===== src/rtl/bidir_mod_counter.sv =====
// bidir_mod_counter: up/down counter with programmable modulus (0..MOD_MAX),
// wrap or saturate at the limits, synchronous clear/load and count enable.
//
// Parameters: WIDTH (>=2), MOD_MAX (1..2**WIDTH-1), SAT_MODE (0 wrap, 1 saturate),
//             PRESCALE (>=1, divide ratio on en; used only with UDCTR_PRESCALE_EN).
// Build macro: UDCTR_PRESCALE_EN enables the en prescaler.
//
// Ports:
//   clk     rising-edge clock
//   rst     asynchronous reset, active-high
//   clr     synchronous clear (highest priority)
//   load    synchronous load of l_data, clamped to MOD_MAX
//   en      count enable
//   dir     1 = up, 0 = down
//   l_data  load value
//   ctr     registered count
//   tc_up   combinational, ctr == MOD_MAX
//   tc_dn   combinational, ctr == 0
//   ovf     registered one-cycle pulse after an up-step at MOD_MAX
//   unf     registered one-cycle pulse after a down-step at 0
module bidir_mod_counter #(
  parameter int unsigned WIDTH    = 8,
  parameter int unsigned MOD_MAX  = 255,
  parameter int unsigned SAT_MODE = 0,
  parameter int unsigned PRESCALE = 4
) (
  input  logic             clk,
  input  logic             rst,
  input  logic             clr,
  input  logic             load,
  input  logic             en,
  input  logic             dir,
  input  logic [WIDTH-1:0] l_data,
  output logic [WIDTH-1:0] ctr,
  output logic             tc_up,
  output logic             tc_dn,
  output logic             ovf,
  output logic             unf
);

  localparam logic [WIDTH-1:0] MAX_V = WIDTH'(MOD_MAX);
  localparam bit SAT = (SAT_MODE != 0);
  localparam bit PARAMS_OK = (WIDTH >= 2) && (MOD_MAX >= 1) &&
                             (MOD_MAX <= (2 ** WIDTH) - 1) && (PRESCALE >= 1);

  // Elaboration-time guard against illegal parameter combinations
  if (!PARAMS_OK) begin : g_bad_params
    $error("bidir_mod_counter: illegal parameter combination");
  end

  logic             step_c;
  logic [WIDTH-1:0] ctr_nxt_c;
  logic             ovf_nxt_c;
  logic             unf_nxt_c;

`ifdef UDCTR_PRESCALE_EN
  localparam int unsigned PS_W = (PRESCALE > 1) ? $clog2(PRESCALE) : 1;
  localparam logic [PS_W-1:0] PS_LAST = PS_W'(PRESCALE - 1);

  logic [PS_W-1:0] ps;

  // Counter advances only on the en cycle that completes a prescale period
  assign step_c = en && (ps == PS_LAST);

  // Prescaler: zeroed by clr/load, frozen while en is low
  always_ff @(posedge clk or posedge rst) begin
    if (rst) begin
      ps <= '0;
    end else if (clr || load) begin
      ps <= '0;
    end else if (en) begin
      ps <= (ps == PS_LAST) ? '0 : ps + PS_W'(1);
    end
  end
`else
  assign step_c = en;
`endif

  // Next-state: clr > load > step
  always_comb begin
    ctr_nxt_c = ctr;
    ovf_nxt_c = 1'b0;
    unf_nxt_c = 1'b0;
    if (clr) begin
      ctr_nxt_c = '0;
    end else if (load) begin
      ctr_nxt_c = (l_data > MAX_V) ? MAX_V : l_data;
    end else if (step_c) begin
      if (dir) begin
        if (ctr == MAX_V) begin
          ovf_nxt_c = 1'b1;
          ctr_nxt_c = SAT ? ctr : '0;
        end else begin
          ctr_nxt_c = ctr + WIDTH'(1);
        end
      end else begin
        if (ctr == '0) begin
          unf_nxt_c = 1'b1;
          ctr_nxt_c = SAT ? ctr : MAX_V;
        end else begin
          ctr_nxt_c = ctr - WIDTH'(1);
        end
      end
    end
  end

  // Count and event-pulse registers
  always_ff @(posedge clk or posedge rst) begin
    if (rst) begin
      ctr <= '0;
      ovf <= 1'b0;
      unf <= 1'b0;
    end else begin
      ctr <= ctr_nxt_c;
      ovf <= ovf_nxt_c;
      unf <= unf_nxt_c;
    end
  end

  assign tc_up = (ctr == MAX_V);
  assign tc_dn = (ctr == '0);

endmodule


===== config.mk =====
export PLATFORM = sky130hd
export DESIGN_NAME = bidir_mod_counter
export DESIGN_NICKNAME = d
export VERILOG_FILES = /design/src/rtl/bidir_mod_counter.sv
export SDC_FILE = /design/constraint.sdc
export NUM_CORES = 1
export LEC_CHECK = 0
export ABC_CLOCK_PERIOD_IN_PS = 3400
export CAP_MARGIN = 20
export CORE_ASPECT_RATIO = 0.9
export CORE_UTILIZATION = 50
export DETAILED_ROUTE_END_ITERATION = 7
export HOLD_SLACK_MARGIN = 0.1
export PLACE_DENSITY = 0.87
export SYNTH_ARGS = -nofsm -noshare
export SYNTH_HDL_FRONTEND = slang
export SYNTH_SLANG_ARGS = --single-unit

===== constraint.sdc =====
create_clock -name clk -period 3.4 [get_ports clk]
set_input_delay 0.51 -clock clk [delete_from_list [all_inputs] [get_ports clk]]
set_output_delay 0.51 -clock clk [all_outputs]
set_load 0.03 [all_outputs]

==> flow_metrics.py, run 1 <==
metrics = {
    "drt": {
        "vias": 1003,
        "drc": 0,
        "wl_um": 2440,
        "drtIter0Drc": 56,
        "firstDrtPassIters": 4,
        "viasPerCell": 6.15,
        "wl_per_cell_um": 15.0,
        "final_antenna_net_count": 0,
    },
    "synth": {
        "synth_fp_nets": 136,
        "ys_seq_elements": 10,
        "synth_edf_count": 0,
        "ys_seq_area_share_pct": 27.2,
        "syn_inst": 119,
        "synth_cell_types": 41,
        "synthFlopType": "dfrtp_1",
        "avgSynthCellArea_sq_um": 7.72,
        "syn_area_sq_um": 918,
        "synth-async-reset-ratio_pct": 100,
        "ys.warnings.count": 0,
    },
    "outcome": {
        "run_status": "complete, no violations",
    },
    "setup_path": {
        "cp_data_required_time_ns": 2.89,
        "crit_fanout": 7,
        "crit_type": "register to output port",
        "cp-start-kind": "register",
        "cp_data_arrival_time_ns": 2.20,
        "r2r-end": "ctr[4]",
        "worst-r2r-setup-slack_ns": 1.47,
        "cp-end-kind": "output port",
        "r2r_start": "ctr[0]",
        "rr_worst_depth": 7,
    },
    "sta": {
        "relSlewSlack_pct": 66.3,
        "final-setup-viol-count": 0,
        "slew_violations": 0,
        "grt_setup_unrepaired": "false",
        "period_minus_slack_ns": 2.71,
        "max_freq_mhz": 370,
        "fin_setup_tns_ns": 0,
        "fin_ws_ns": 0.694,
        "final_hold_viol_count": 0,
        "finClkSkew_ns": 0.000753,
        "tightest_slew_ns": 0.503,
        "min_period_over_period_pct": 79.6,
    },
    "clock_network": {
        "cts_root_buffer": "clkbuf_4",
        "cts_resized": 0,
        "cts.path.max_buffers": 2,
        "insertion_delay_ns": 0.26,
        "htree_levels": 1,
        "holdBufCountCts": 0,
        "clock_sinks": 10,
        "clk_pin_slew_ns": 0.06,
        "cts_tree": "done",
        "numCtsBuffers": 3,
        "post-cts-setup-buffer-count": 0,
    },
    "power": {
        "peakVddDrop_mv": 0.265,
        "power_density_mw_per_mm2": 320,
        "p_leak_nw": 0.474,
    },
    "placement": {
        "hpwl_um": 1850,
        "place_area_sq_mm": 0.00115,
        "place.gp.congestion": 0.875,
        "port_buffers": 25,
        "dp_slack_ns": 0.996,
    },
    "global_routing": {
        "grt_usage_pct": 27.4,
        "antenna_found_initial": 0,
        "grt_max_degree": 14,
        "grt_pass1_wl_um": 3940,
        "first_global_vias": 968,
        "grt_overflow_total": 0,
    },
    "cells_and_area": {
        "fin_area_sq_mm": 0.00117,
        "fill_cells": 149,
        "area_growth_pct": 27.2,
        "mostFrequentLayoutCells": "clkdlybuf4s50_1, nand2_1, dfrtp_1, nor2_1, nor3_1",
        "multi_input_area_sq_um": 589,
        "seqCellArea_sq_um": 250,
        "diodes": 0,
        "layout-drive-gt1-share_pct": 6.47,
        "nets": 158,
        "layout_commonest_cell": "clkdlybuf4s50_1",
    },
    "floorplanning": {
        "rows": 14,
        "fp.dieW_um": 47.2,
        "start_util_pct": 54.1,
        "core_sq_mm": 0.00170,
        "die_h_um": 42.7,
        "io-pin-count": 26,
        "die-area_sq_mm": 0.00201,
    },
    "min_path": {
        "hold_class": "input port to asynchronous set/reset pin",
    },
    "flow_run": {
        "maxCapViolations": 0,
    },
}
[worst max path at each step]
stage,to,startpoint,cells past startpoint
4_1_cts,tc_dn,ctr[0],5
3_3_place_gp,tc_dn,ctr[0],5
5_1_grt,tc_dn,ctr[0],5
6_report,tc_dn,ctr[0],5
2_1_floorplan,tc_dn,ctr[0],4
3_5_place_dp,tc_dn,ctr[0],5
[synthesized netlist by cell type (2+ instances only)]
cell	instances	area, sq um
a21boi_0	2	15.0
a21o_1	2	15.0
a21oi_1	7	35.0
a311oi_1	2	17.5
and3_1	6	37.5
buf_2	3	15.0
buf_6	2	22.5
clkbuf_1	2	7.51
dfrtp_1	10	250
ha_1	3	37.5
inv_1	6	22.5
nand2_1	14	52.6
nand3_1	5	25.0
nor2_1	9	33.8
nor3_1	9	45.0
o21ai_0	8	40.0
o21ai_1	2	10.0
xnor2_1	3	26.3
xor2_1	2	17.5
[stage by stage]
| step | utilization [%] | power (mW) | std cells | hold WS [ns] |
|---|---|---|---|---|
| 2_1_floorplan | - | 0.250 | 119 | 0.350 |
| 3_3_place_gp | 67.5 | 0.293 | 160 | 0.702 |
| 3_5_place_dp | 67.5 | 0.296 | 160 | 0.731 |
| 4_1_cts | 68.8 | 0.374 | 163 | 0.521 |
| 5_1_grt | 68.8 | 0.397 | 163 | 0.546 |
| 6_report | 68.8 | 0.374 | 163 | 0.515 |
[metal layers]
layer / wire length (um) / global-route usage (%) / vias to the layer above / part of all wire, %
met1: 917 / 33.9 / 465 / 38
met3: 231 / 8.51 / 7 / 9.5
met5: 0 / 0 / - / 0
li1: - / - / 471 / -
met2: 1240 / 45.0 / 60 / 51
met4: 49 / 7.43 / 0 / 2.0
[sequential cells by signal, summed over array words and instances (netlist names)]
name / cells
ctr: 8
ovf: 1
unf: 1
[kinds of logic (layout without fill, tap and decap cells)]
group | after synthesis | in the layout | synth area share, %
compound gates | 32 | 32 | 23.7
xor+xnor | 5 | 5 | 4.77
fa+ha+maj | 3 | 3 | 4.09
buf+inv | 15 | 35 | 8.58
flops | 10 | 10 | 27.2
simple gates | 54 | 54 | 31.6
[worst max-delay path, stage by stage (launching register included)]
cell and delay (ns):
dfrtp_1 0.45, inv_1 0.13, ha_1 0.16, nor3b_2 0.32, and3_1 0.21, clkdlybuf4s50_1 0.66
[layout make-up]
cell class	instances	share of cell area, %
multi-input cells	94	50.4
well taps	24	2.57
flip-flops and latches	10	21.4
repair buffers	25	21.4
inverters	7	2.25
clock buffers	3	1.93
[power by group]
group          total, mW  internal, mW  switching, mW
registers          0.149         0.127         0.0217
logic              0.147        0.0671         0.0802
clock network     0.0784        0.0408         0.0376
Note: power is estimated with default switching activity, not from simulation.
==> run 2, diff against run 1 <==
ABC_CLOCK_PERIOD_IN_PS = 2700   (was 3400)
CORE_UTILIZATION = 47   (was 50)
PLACE_DENSITY = 0.83   (was 0.87)
clock period = 2.7 ns   (was 3.4 ns; I/O delays follow)
==> run 2 against run 1 <==
Global-route usage fell by 1.9 points; critical path depth did not move; worst hold slack got worse by 0.085 ns; core utilization fell by 0.49 points; die area rose by 6.1%; critical endpoint unchanged; largest cell class unchanged; largest power group is now combinational cells.
==> flow_metrics.py, run 2 (synthesis gave the netlist of run 1 again) <==
metrics = {
    "power": {
        "peakVddDrop_mv": 0.301,
        "power_density_mw_per_mm2": 429,
        "finalPower_mw": 0.513,
        "p_leak_nw": 0.487,
    },
    "sta": {
        "max_freq_mhz": 389,
        "fin_ws_ns": 0.126,
        "final_hold_viol_count": 0,
        "grt_setup_unrepaired": "false",
        "finClkSkew_ns": 0.00443,
        "relSlewSlack_pct": 65.9,
        "final-setup-viol-count": 0,
        "period_minus_slack_ns": 2.57,
        "whs_ns": 0.431,
        "tightest_slew_ns": 0.510,
        "slew_violations": 0,
        "fin_setup_tns_ns": 0,
        "min_period_over_period_pct": 95.3,
    },
    "drt": {
        "drtIter0Drc": 40,
        "final_antenna_net_count": 0,
        "wl_um": 2430,
        "wl_per_cell_um": 14.8,
        "drc": 0,
        "firstDrtPassIters": 4,
        "viasPerCell": 5.88,
        "vias": 970,
    },
    "cells_and_area": {
        "fill_cells": 146,
        "nets": 159,
        "mostFrequentLayoutCells": "clkdlybuf4s50_1, nand2_1, dfrtp_1, nor2_1, nor3_1",
        "layout-drive-gt1-share_pct": 7.80,
        "finalNonFillerCells": 165,
        "largest_reg_flops": 8,
        "diodes": 0,
        "reg_top3": "ctr (8), ovf (1), unf (1)",
        "post-route-util_pct": 68.3,
        "seqCellArea_sq_um": 250,
        "largest_register": "ctr",
        "fin_area_sq_mm": 0.00120,
        "area_growth_pct": 30.2,
        "layout_commonest_cell": "clkdlybuf4s50_1",
        "multi_input_area_sq_um": 596,
    },
    "setup_path": {
        "crit_slowest_cell": "clkdlybuf4s50_1",
        "crit_start": "ctr[0]",
        "cp_data_arrival_time_ns": 2.17,
        "rr_worst_depth": 7,
        "crit_fanout": 7,
        "cp_data_required_time_ns": 2.30,
        "cp-end-kind": "output port",
        "max_stage_delay_ns": 0.66,
        "crit_chain": "inv_1 -> ha_1 -> nor3b_4 -> and3_1 -> clkdlybuf4s50_1",
        "crit_end": "tc_dn",
        "r2r-end": "ctr[4]",
        "cp-start-kind": "register",
        "r2r_start": "ctr[0]",
        "worst-r2r-setup-slack_ns": 0.80,
        "crit_type": "register to output port",
    },
    "clock_network": {
        "htree_levels": 1,
        "cts_root_buffer": "clkbuf_4",
        "post-cts-setup-buffer-count": 0,
        "cts.path.max_buffers": 2,
        "clock_sinks": 10,
        "clk_pin_slew_ns": 0.07,
        "numCtsBuffers": 3,
        "cts_tree": "done",
        "insertion_delay_ns": 0.27,
    },
    "global_routing": {
        "grt_pass1_wl_um": 4040,
        "grt_max_degree": 14,
        "grt_overflow_total": 0,
        "antenna_found_initial": 0,
        "grt_usage_pct": 25.5,
        "first_global_vias": 873,
    },
    "placement": {
        "dpl.cell_count": 161,
        "port_buffers": 25,
        "dp_slack_ns": 0.387,
        "place_area_sq_mm": 0.00115,
        "hpwl_um": 1800,
        "place.gp.congestion": 0.878,
    },
    "floorplanning": {
        "die-area_sq_mm": 0.00214,
        "io-pin-count": 26,
        "core_sq_mm": 0.00175,
        "rows": 14,
        "start_util_pct": 52.4,
        "die_h_um": 43.9,
        "fp.dieW_um": 48.6,
    },
    "flow_run": {
        "maxCapViolations": 0,
    },
    "min_path": {
        "hold_class": "input port to asynchronous set/reset pin",
    },
    "outcome": {
        "run_status": "complete, no violations",
    },
}
[run 2: cell count changes in the layout (fill, tap and decap cells not counted)]
cell / previous run / this run
nor3b_4: 0 / 1
buf_4: 0 / 1
nor3b_2: 1 / 0
clkbuf_8: 0 / 1
[run 2: what timing repair did]
| action | 4_1_cts | 5_1_grt |
|---|---|---|
| gates resized for setup | 0 | 1 |
| hold buffers | 0 | 0 |
| endpoints found under the setup margin | 0 | 1 |
[run 2: critical path: cells and delay by family, from the launching register on]
kind                     cells  cell delay [ns]
adder cells (fa/ha/maj)      1             0.18
AND/OR/NAND/NOR              2             0.47
flip-flops                   1             0.46
buffers and inverters        2             0.79
[run 2: area by class of cell]
cell class	count	area share (%)
multi-input combinational	94	49.8
timing repair buffer	26	21.5
sequential	10	20.9
clock buffer	4	3.03
tap	24	2.51
inverter	7	2.20
[run 2: where the power goes]
part	leakage, nW	total (mW)	switching (mW)	internal (mW)
Combinational	0.334	0.189	0.101	0.0876
Clock	0.0210	0.137	0.0552	0.0819
Sequential	0.132	0.188	0.0279	0.160
Total	0.487	0.513	0.184	0.329
[run 2: layer usage]
| metal | vias to the layer above | track usage [%] | wire length (um) |
|---|---|---|---|
| met5 | - | 0 | 0 |
| met4 | 0 | 12.4 | 38 |
| met3 | 6 | 4.91 | 167 |
| met2 | 44 | 43.9 | 1190 |
| met1 | 449 | 31.0 | 1040 |
| li1 | 471 | - | - |
[run 2: how the worst min path moves through the flow]
| stage | to | slack [ns] | cells after the start |
|---|---|---|---|
| floorplan | ctr[0] | 0.25 | 1 |
| global placement | ctr[0] | 0.70 | 3 |
| detailed placement | ctr[4] | 0.73 | 2 |
| CTS | ctr[4] | 0.45 | 2 |
| global route | ctr[4] | 0.46 | 2 |
| finish | ctr[4] | 0.43 | 2 |
==> run 3, diff against run 2 <==
SLEW_MARGIN = 20   (was not set)
==> results of run 3 <==
No change in the layout: final DEF, timing and power equal those of run 2.
